--- src/rtl/audio_pkg.sv ---
// Shared audiostream types for the CD-i audio path.
// Used by audiofifo sources and the I2S transmitter.
package audio_pkg;

    localparam int AUDIO_SAMPLE_W = 16;

    typedef logic [AUDIO_SAMPLE_W-1:0] audio_sample_t;

endpackage

--- src/rtl/audiostream.sv ---
// audiostream link: source presents write/sample,
// sink pulses strobe to consume one sample.
interface audiostream;
    import audio_pkg::*;

    logic          write;
    audio_sample_t sample;
    logic          strobe;

    modport source (output write, output sample, input strobe);
    modport sink   (input write, input sample, output strobe);

endinterface

--- src/rtl/audio_edge_gen.sv ---
// Fractional phase accumulator producing BCLK edge ticks
// at INC ticks per second from a CLK_FREQ clock.
module audio_edge_gen #(
    parameter int unsigned CLK_FREQ = 30000000,
    parameter int unsigned INC      = 5644800
) (
    input  logic clk,
    input  logic reset_n,
    output logic edge_tick
);

    if (INC >= CLK_FREQ) begin : g_bad_inc
        $error("audio_edge_gen: INC must be below CLK_FREQ");
    end

    logic [31:0] acc_q;
    logic [31:0] acc_d;
    logic [32:0] sum;

    // Add INC each clk; wrap by CLK_FREQ and flag an edge.
    always_comb begin
        sum       = {1'b0, acc_q} + 33'(INC);
        edge_tick = (sum >= 33'(CLK_FREQ));
        acc_d     = edge_tick ? 32'(sum - 33'(CLK_FREQ)) : sum[31:0];
    end

    // Accumulator register.
    always_ff @(posedge clk or negedge reset_n) begin
        if (!reset_n) acc_q <= '0;
        else          acc_q <= acc_d;
    end

endmodule

--- src/rtl/audio_i2s_tx.sv ---
// I2S transmitter fed by two audiostream sinks (left/right).
// AUDIO_I2S_HOLD_ON_UNDERRUN_EN: repeat last pair on underrun.
module audio_i2s_tx
    import audio_pkg::*;
#(
    parameter int unsigned CLK_FREQ    = 30000000,
    parameter int unsigned SAMPLE_RATE = 44100,
    parameter int unsigned SLOT_BITS   = 32
) (
    input  logic      clk,
    input  logic      reset_n,
    audiostream.sink  left,
    audiostream.sink  right,
    output logic      i2s_bclk,
    output logic      i2s_lrclk,
    output logic      i2s_sdata,
    output logic      underrun
);

    localparam int unsigned INC = 4 * SAMPLE_RATE * SLOT_BITS;
    localparam int unsigned CW  = $clog2(2 * SLOT_BITS);
    localparam logic [CW-1:0] LAST = CW'(2 * SLOT_BITS - 1);
    localparam logic [CW-1:0] SLOT = CW'(SLOT_BITS);
    localparam logic [CW-1:0] SW   = CW'(AUDIO_SAMPLE_W);

    if (SLOT_BITS < 17 || SLOT_BITS > 64) begin : g_bad_slot
        $error("audio_i2s_tx: SLOT_BITS must be 17..64");
    end

    logic          tick;
    logic          fall;
    logic          wrap;
    logic          fetch;
    logic          both;
    logic          bclk_q, bclk_d;
    logic          lrclk_q, lrclk_d;
    logic          sdata_q, sdata_d;
    logic          underrun_q, underrun_d;
    logic [CW-1:0] bit_cnt_q, bit_cnt_d;
    audio_sample_t hold_l_q, hold_l_d;
    audio_sample_t hold_r_q, hold_r_d;
    logic [CW-1:0] pos;
    logic [3:0]    idx;
    audio_sample_t word;

    audio_edge_gen #(
        .CLK_FREQ (CLK_FREQ),
        .INC      (INC)
    ) u_edge (
        .clk       (clk),
        .reset_n   (reset_n),
        .edge_tick (tick)
    );

    assign fall  = tick & bclk_q;
    assign wrap  = (bit_cnt_q == LAST);
    assign fetch = fall & wrap;
    assign both  = left.write & right.write;

    // Both channels are consumed together or not at all.
    assign left.strobe  = fetch & both;
    assign right.strobe = fetch & both;

    // Next state: bit counter, fetch, slot/data serialiser.
    always_comb begin
        bclk_d     = bclk_q ^ tick;
        bit_cnt_d  = bit_cnt_q;
        lrclk_d    = lrclk_q;
        sdata_d    = sdata_q;
        hold_l_d   = hold_l_q;
        hold_r_d   = hold_r_q;
        underrun_d = fetch & ~both;
        pos        = '0;
        idx        = '0;
        word       = '0;
        if (fetch) begin
            if (both) begin
                hold_l_d = left.sample;
                hold_r_d = right.sample;
            end else begin
`ifdef AUDIO_I2S_HOLD_ON_UNDERRUN_EN
                hold_l_d = hold_l_q;
                hold_r_d = hold_r_q;
`else
                hold_l_d = '0;
                hold_r_d = '0;
`endif
            end
        end
        if (fall) begin
            bit_cnt_d = wrap ? '0 : bit_cnt_q + CW'(1);
            lrclk_d   = (bit_cnt_d >= SLOT);
            pos       = lrclk_d ? bit_cnt_d - SLOT : bit_cnt_d;
            word      = lrclk_d ? hold_r_d : hold_l_d;
            idx       = 4'(SW - pos);
            sdata_d   = (pos != '0) && (pos <= SW) && word[idx];
        end
    end

    // State and output registers.
    always_ff @(posedge clk or negedge reset_n) begin
        if (!reset_n) begin
            bclk_q     <= 1'b0;
            lrclk_q    <= 1'b0;
            sdata_q    <= 1'b0;
            underrun_q <= 1'b0;
            bit_cnt_q  <= '0;
            hold_l_q   <= '0;
            hold_r_q   <= '0;
        end else begin
            bclk_q     <= bclk_d;
            lrclk_q    <= lrclk_d;
            sdata_q    <= sdata_d;
            underrun_q <= underrun_d;
            bit_cnt_q  <= bit_cnt_d;
            hold_l_q   <= hold_l_d;
            hold_r_q   <= hold_r_d;
        end
    end

    assign i2s_bclk  = bclk_q;
    assign i2s_lrclk = lrclk_q;
    assign i2s_sdata = sdata_q;
    assign underrun  = underrun_q;

endmodule

--- src/flat_wrapper.sv ---
// flat-port wrapper written by rule: the top's interface ports become plain ports
module audio_i2s_tx_flat import audio_pkg::*;
#(
    parameter int unsigned CLK_FREQ    = 30000000,
    parameter int unsigned SAMPLE_RATE = 44100,
    parameter int unsigned SLOT_BITS   = 32
)
  (clk, reset_n, i2s_bclk, i2s_lrclk, i2s_sdata, underrun, left_write, left_sample, left_strobe, right_write, right_sample, right_strobe);
  audiostream left_i ();
  audiostream right_i ();
  input  logic clk;
  input  logic reset_n;
  output logic i2s_bclk;
  output logic i2s_lrclk;
  output logic i2s_sdata;
  output logic underrun;
  input wire logic [$bits(left_i.write)-1:0] left_write;
  input wire logic [$bits(left_i.sample)-1:0] left_sample;
  output wire logic [$bits(left_i.strobe)-1:0] left_strobe;
  input wire logic [$bits(right_i.write)-1:0] right_write;
  input wire logic [$bits(right_i.sample)-1:0] right_sample;
  output wire logic [$bits(right_i.strobe)-1:0] right_strobe;
  assign left_i.write = left_write;
  assign left_i.sample = left_sample;
  assign left_strobe = left_i.strobe;
  assign right_i.write = right_write;
  assign right_i.sample = right_sample;
  assign right_strobe = right_i.strobe;
  audio_i2s_tx #(.CLK_FREQ(CLK_FREQ), .SAMPLE_RATE(SAMPLE_RATE), .SLOT_BITS(SLOT_BITS)) u_core (.clk(clk), .reset_n(reset_n), .left(left_i), .right(right_i), .i2s_bclk(i2s_bclk), .i2s_lrclk(i2s_lrclk), .i2s_sdata(i2s_sdata), .underrun(underrun));
endmodule
--- config.mk ---
export PLATFORM = sky130hd
export DESIGN_NAME = audio_i2s_tx_flat
export DESIGN_NICKNAME = d
export VERILOG_FILES = /design/src/rtl/audio_pkg.sv /design/src/rtl/audiostream.sv /design/src/rtl/audio_edge_gen.sv /design/src/rtl/audio_i2s_tx.sv /design/src/flat_wrapper.sv
export SDC_FILE = /design/constraint.sdc
export NUM_CORES = 1
export LEC_CHECK = 0
export BUFFER_PORTS_ARGS = -buffer_cell sky130_fd_sc_hd__clkbuf_2
export CAP_MARGIN = 20
export CORE_MARGIN = 8
export CORE_UTILIZATION = 64
export CTS_CLUSTER_DIAMETER = 150
export DETAILED_ROUTE_END_ITERATION = 7
export PLACE_DENSITY = 0.86
export SYNTH_ARGS = -nofsm -noshare
export SYNTH_HDL_FRONTEND = slang
export SYNTH_SLANG_ARGS = --single-unit
--- constraint.sdc ---
create_clock -name clk -period 9.8 [get_ports clk]
set_input_delay 1.96 -clock clk [delete_from_list [all_inputs] [get_ports clk]]
set_output_delay 1.96 -clock clk [all_outputs]
set_load 0.01 [all_outputs]
==> impl_results.md <==
* Fin Hold WS at between 0.4 and 0.5 ns
* Setup bufs post-CTS at 0
* Clk buf depth at 2
* IO buf count at approximately 40
* Clk sink count at 67
* Pwr dens at 109 nW/µm²
* Util after Layout at 71.1%
* Mux cell area share after synthesis at between 7 and 8%
* Routed wire per std cell at 15.2 µm
* Yosys top cell area share at about 41%
* Hold_sp: u_core.hold_l_q[4]$_DFF_PN0_
* Total GRT Usage at about 20%
* Worst-Skew Late Latency at ~0.34 ns
* DRT iter0 DRCs at roughly 170
* Drc violations at 0
* Req. time, crit path at 7.84 ns
* Max-slew headroom at a little under half
* Worst-case vdd ir drop at 0.0000724 V
* Hold Path Cell Cnt at 2
* Congestion Overflow GR at 0
* Most frequent cells in the layout: 91 x nand2_1, 67 x dfrtp_1, 46 x nand3_1, 40 x clkbuf_2, 29 x nor2_1
* Max Transition Viols Final at 0
* Run status: complete, no violations
* Mapped Avg Cell Area at approximately 9 µm²
* CTS Root Cell: clkbuf_8
* Ys async rst share at between 90% and 100%
* Unique masters post-synth at 65
* Initial Utilization at 65.4%
* Setup TNS at 0 ns
* Number of synthesized register bits at 67
* Worst r2r path cells at 19
* Largest family of logic cells by synthesized area: simple AND/OR/NAND/NOR gates
* Initial antenna violation count at 0
* Post-layout min period at approximately 6.6 ns
* Total number of vias at between 3000 and 4000
* DIE AREA at between 9000 and 10000 µm²
* Final setup viols at 0
* CTS Buf Count at 9
* Cells after synthesis at 464
* FP Rows at 29
* Hold-critical path endpoint: u_core.hold_l_q[4]$_DFF_PN0_
* Final Skew at 0.00811 ns
* Worst-Margin Slew at 0.822 ns
* DPL Wire Length at ~6000 µm
* Yosys top cell by area: dfrtp_1
* Placed Area at about 4300 µm²
* Non-Filler Instances at between 500 and 600
* Critical path's top delay family: compound AO/OA/AOI/OAI gates
* CP arrival at roughly 4.6 ns
* Nets at 533
* Synth area leaders: dfrtp_1 41%, nand2_1 8.3%, nand3_1 5.6%
* Adder-cell share of the synthesized area at 1.52%
* First-pass GRT wire length at approximately 15000 µm
* Final setup margin at approximately 3.2 ns
* Synth-to-layout area growth at 8.75%
* Largest net degree at the start of global routing at between 60 and 70
* Number of flops mapped to enable cells by yosys at 0
* Max Cap Violations at 0
* Vias per cell at about 6
* Post-Synth XOR/XNOR Area at under 10%
* Final wirelength at between 8000 and 9000 µm
* Leading cell type in the layout, fill and taps excluded: nand2_1
* H-tree depth at 3
* Pre-CTS WS at between 3 and 4 ns
* Die X at roughly 96 µm
* Kind of end point of the critical path: output port
* Warnings from Yosys at 0
* Power Total at around 0.49 mW
* CTS resizes at 0
* CTS Hold Bufs at 0
* Post-synthesis sequential area ratio at 40.8%
* Complex-gate fraction of the synthesized area at ~15%
* Slowest stage cell on the critical path: dfrtp_1
* Initial DRT Pass Iterations at 4
* # diodes at 0
* Leak at ~2.0 nW
* Flop-to-flop setup slack at around 4.1 ns
* Vias in the first global route at approximately 3300
* Critical path launch point type: register
* Fill count at roughly 480
* Final Instance Area at between 4000 and 5000 µm²
* Syn_nets at 505
* Antenna viol nets, final at 0
* Inst Count DP at 558
* IO Pins at 42
* RSZ-0062 raised after global routing: no
* Hold Vio Cnt, Final at 0
* Die H at between 90 and 100 µm
* Highest clock rate at between 0.15 and 0.2 GHz
* Crit-path max cell delay at between 0.4 and 0.5 ns
* Fraction of layout cells with a size suffix above 1 at between 15 and 20%
* Crit Path Max Fanout at 33
* Final worst-path cycle share at 66.9%
* CTS tree: done
* Reg-to-reg endpoint: u_core.i2s_sdata$_DFFE_PN0N_
* Worst-path cell chain: ha_1 -> a31oi_4 -> o21ai_2 -> a211o_1 -> a2111o_1 -> o22ai_2 -> nand4b_1 -> nor2_2 -> inv_2 -> ha_1 -> nand3_1 -> nor2_2 -> buf_4 -> and2_1 -> clkbuf_2
* Core area at between 6000 and 7000 µm²
* Buf/Inv on CP at 3
* Mapped Area at 4110 µm²
* Synth Flop Type: dfrtp_1
* Worst min path class: register to register
* Placer congestion estimate at around 0.90
* Clk slew on worst S/H paths at approximately 0.07 ns
* WS Path Type: register to output port
* Simple-Gate Fraction of Synth Area at 23.9%
* Reg2reg start: u_core.u_edge.acc_q[9]$_DFF_PN0_
cells by family (layout without fill, tap and decap cells):
logic type,count (synthesis),count (layout)
compound gates,83,83
xor+xnor,36,36
fa+ha+maj,5,5
buf+inv,36,68
flops,67,67
mux,24,24
simple gates,213,213
where the power goes:
part	switching, mW	internal, mW	total [mW]	leakage (nW)
Combinational	0.00898	0.00563	0.0146	1.13
Sequential	0	0.276	0.276	0.738
Clock	0.106	0.0894	0.196	0.0819
final cells by class:
type | instances | area (µm²) | area share, %
Sequential cell | 67 | 1680 | 37.6
Clock buffer | 10 | 128 | 2.86
Multi-Input combinational cell | 361 | 2260 | 50.6
Timing Repair Buffer | 47 | 250 | 5.61
Tap cell | 77 | 96.3 | 2.16
Clock inverter | 5 | 31.3 | 0.701
Inverter | 6 | 22.5 | 0.504
registers in the layout (all words and copies together) (netlist names):
name,count
u_core.bit_cnt_q,6
u_core.i2s_bclk,1
u_core.underrun,1
u_core.i2s_lrclk,1
u_core.i2s_sdata,1
u_core.hold_r_q,16
u_core.u_edge.acc_q,25
u_core.hold_l_q,16
tightest hold or removal path, stage by stage (launching register included):
cell	delay, ns
dfrtp_1	0.32
nand2_1	0.04
nand2_1	0.07
cells in the mapped netlist, drive strengths merged (6+ instances only):
| cell type | instances |
|---|---|
| a21oi | 13 |
| and3 | 7 |
| buf | 17 |
| clkbuf | 13 |
| dfrtp | 67 |
| inv | 6 |
| mux2 | 12 |
| mux2i | 9 |
| nand2 | 93 |
| nand2b | 6 |
| nand3 | 48 |
| nor2 | 31 |
| nor3 | 6 |
| o21ai | 21 |
| xnor2 | 21 |
| xor2 | 15 |
routing by layer:
metal  up-vias  part of all wire (%)  global-route usage, %
met2        97                    49                   33.9
met3        10                   6.6                   4.60
met5         -                     0                      0
met1      1635                    43                   24.7
met4         0                   1.3                   6.79
li1       1699                     -                      -
worst max-delay path by stage:
stage	start	endpoint	slack [ns]	cells past startpoint
detailed placement	u_core.u_edge.acc_q[9]$_DFF_PN0_	left_strobe	3.67	15
finish	u_core.u_edge.acc_q[9]$_DFF_PN0_	left_strobe	3.25	15
global placement	u_core.u_edge.acc_q[9]$_DFF_PN0_	left_strobe	3.79	15
floorplan	u_core.u_edge.acc_q[13]$_DFF_PN0_	right_strobe	4.05	18
global route	u_core.u_edge.acc_q[9]$_DFF_PN0_	left_strobe	2.81	15
CTS	u_core.u_edge.acc_q[9]$_DFF_PN0_	left_strobe	3.27	15
No activity file was read; power rests on OpenSTA's default activity.
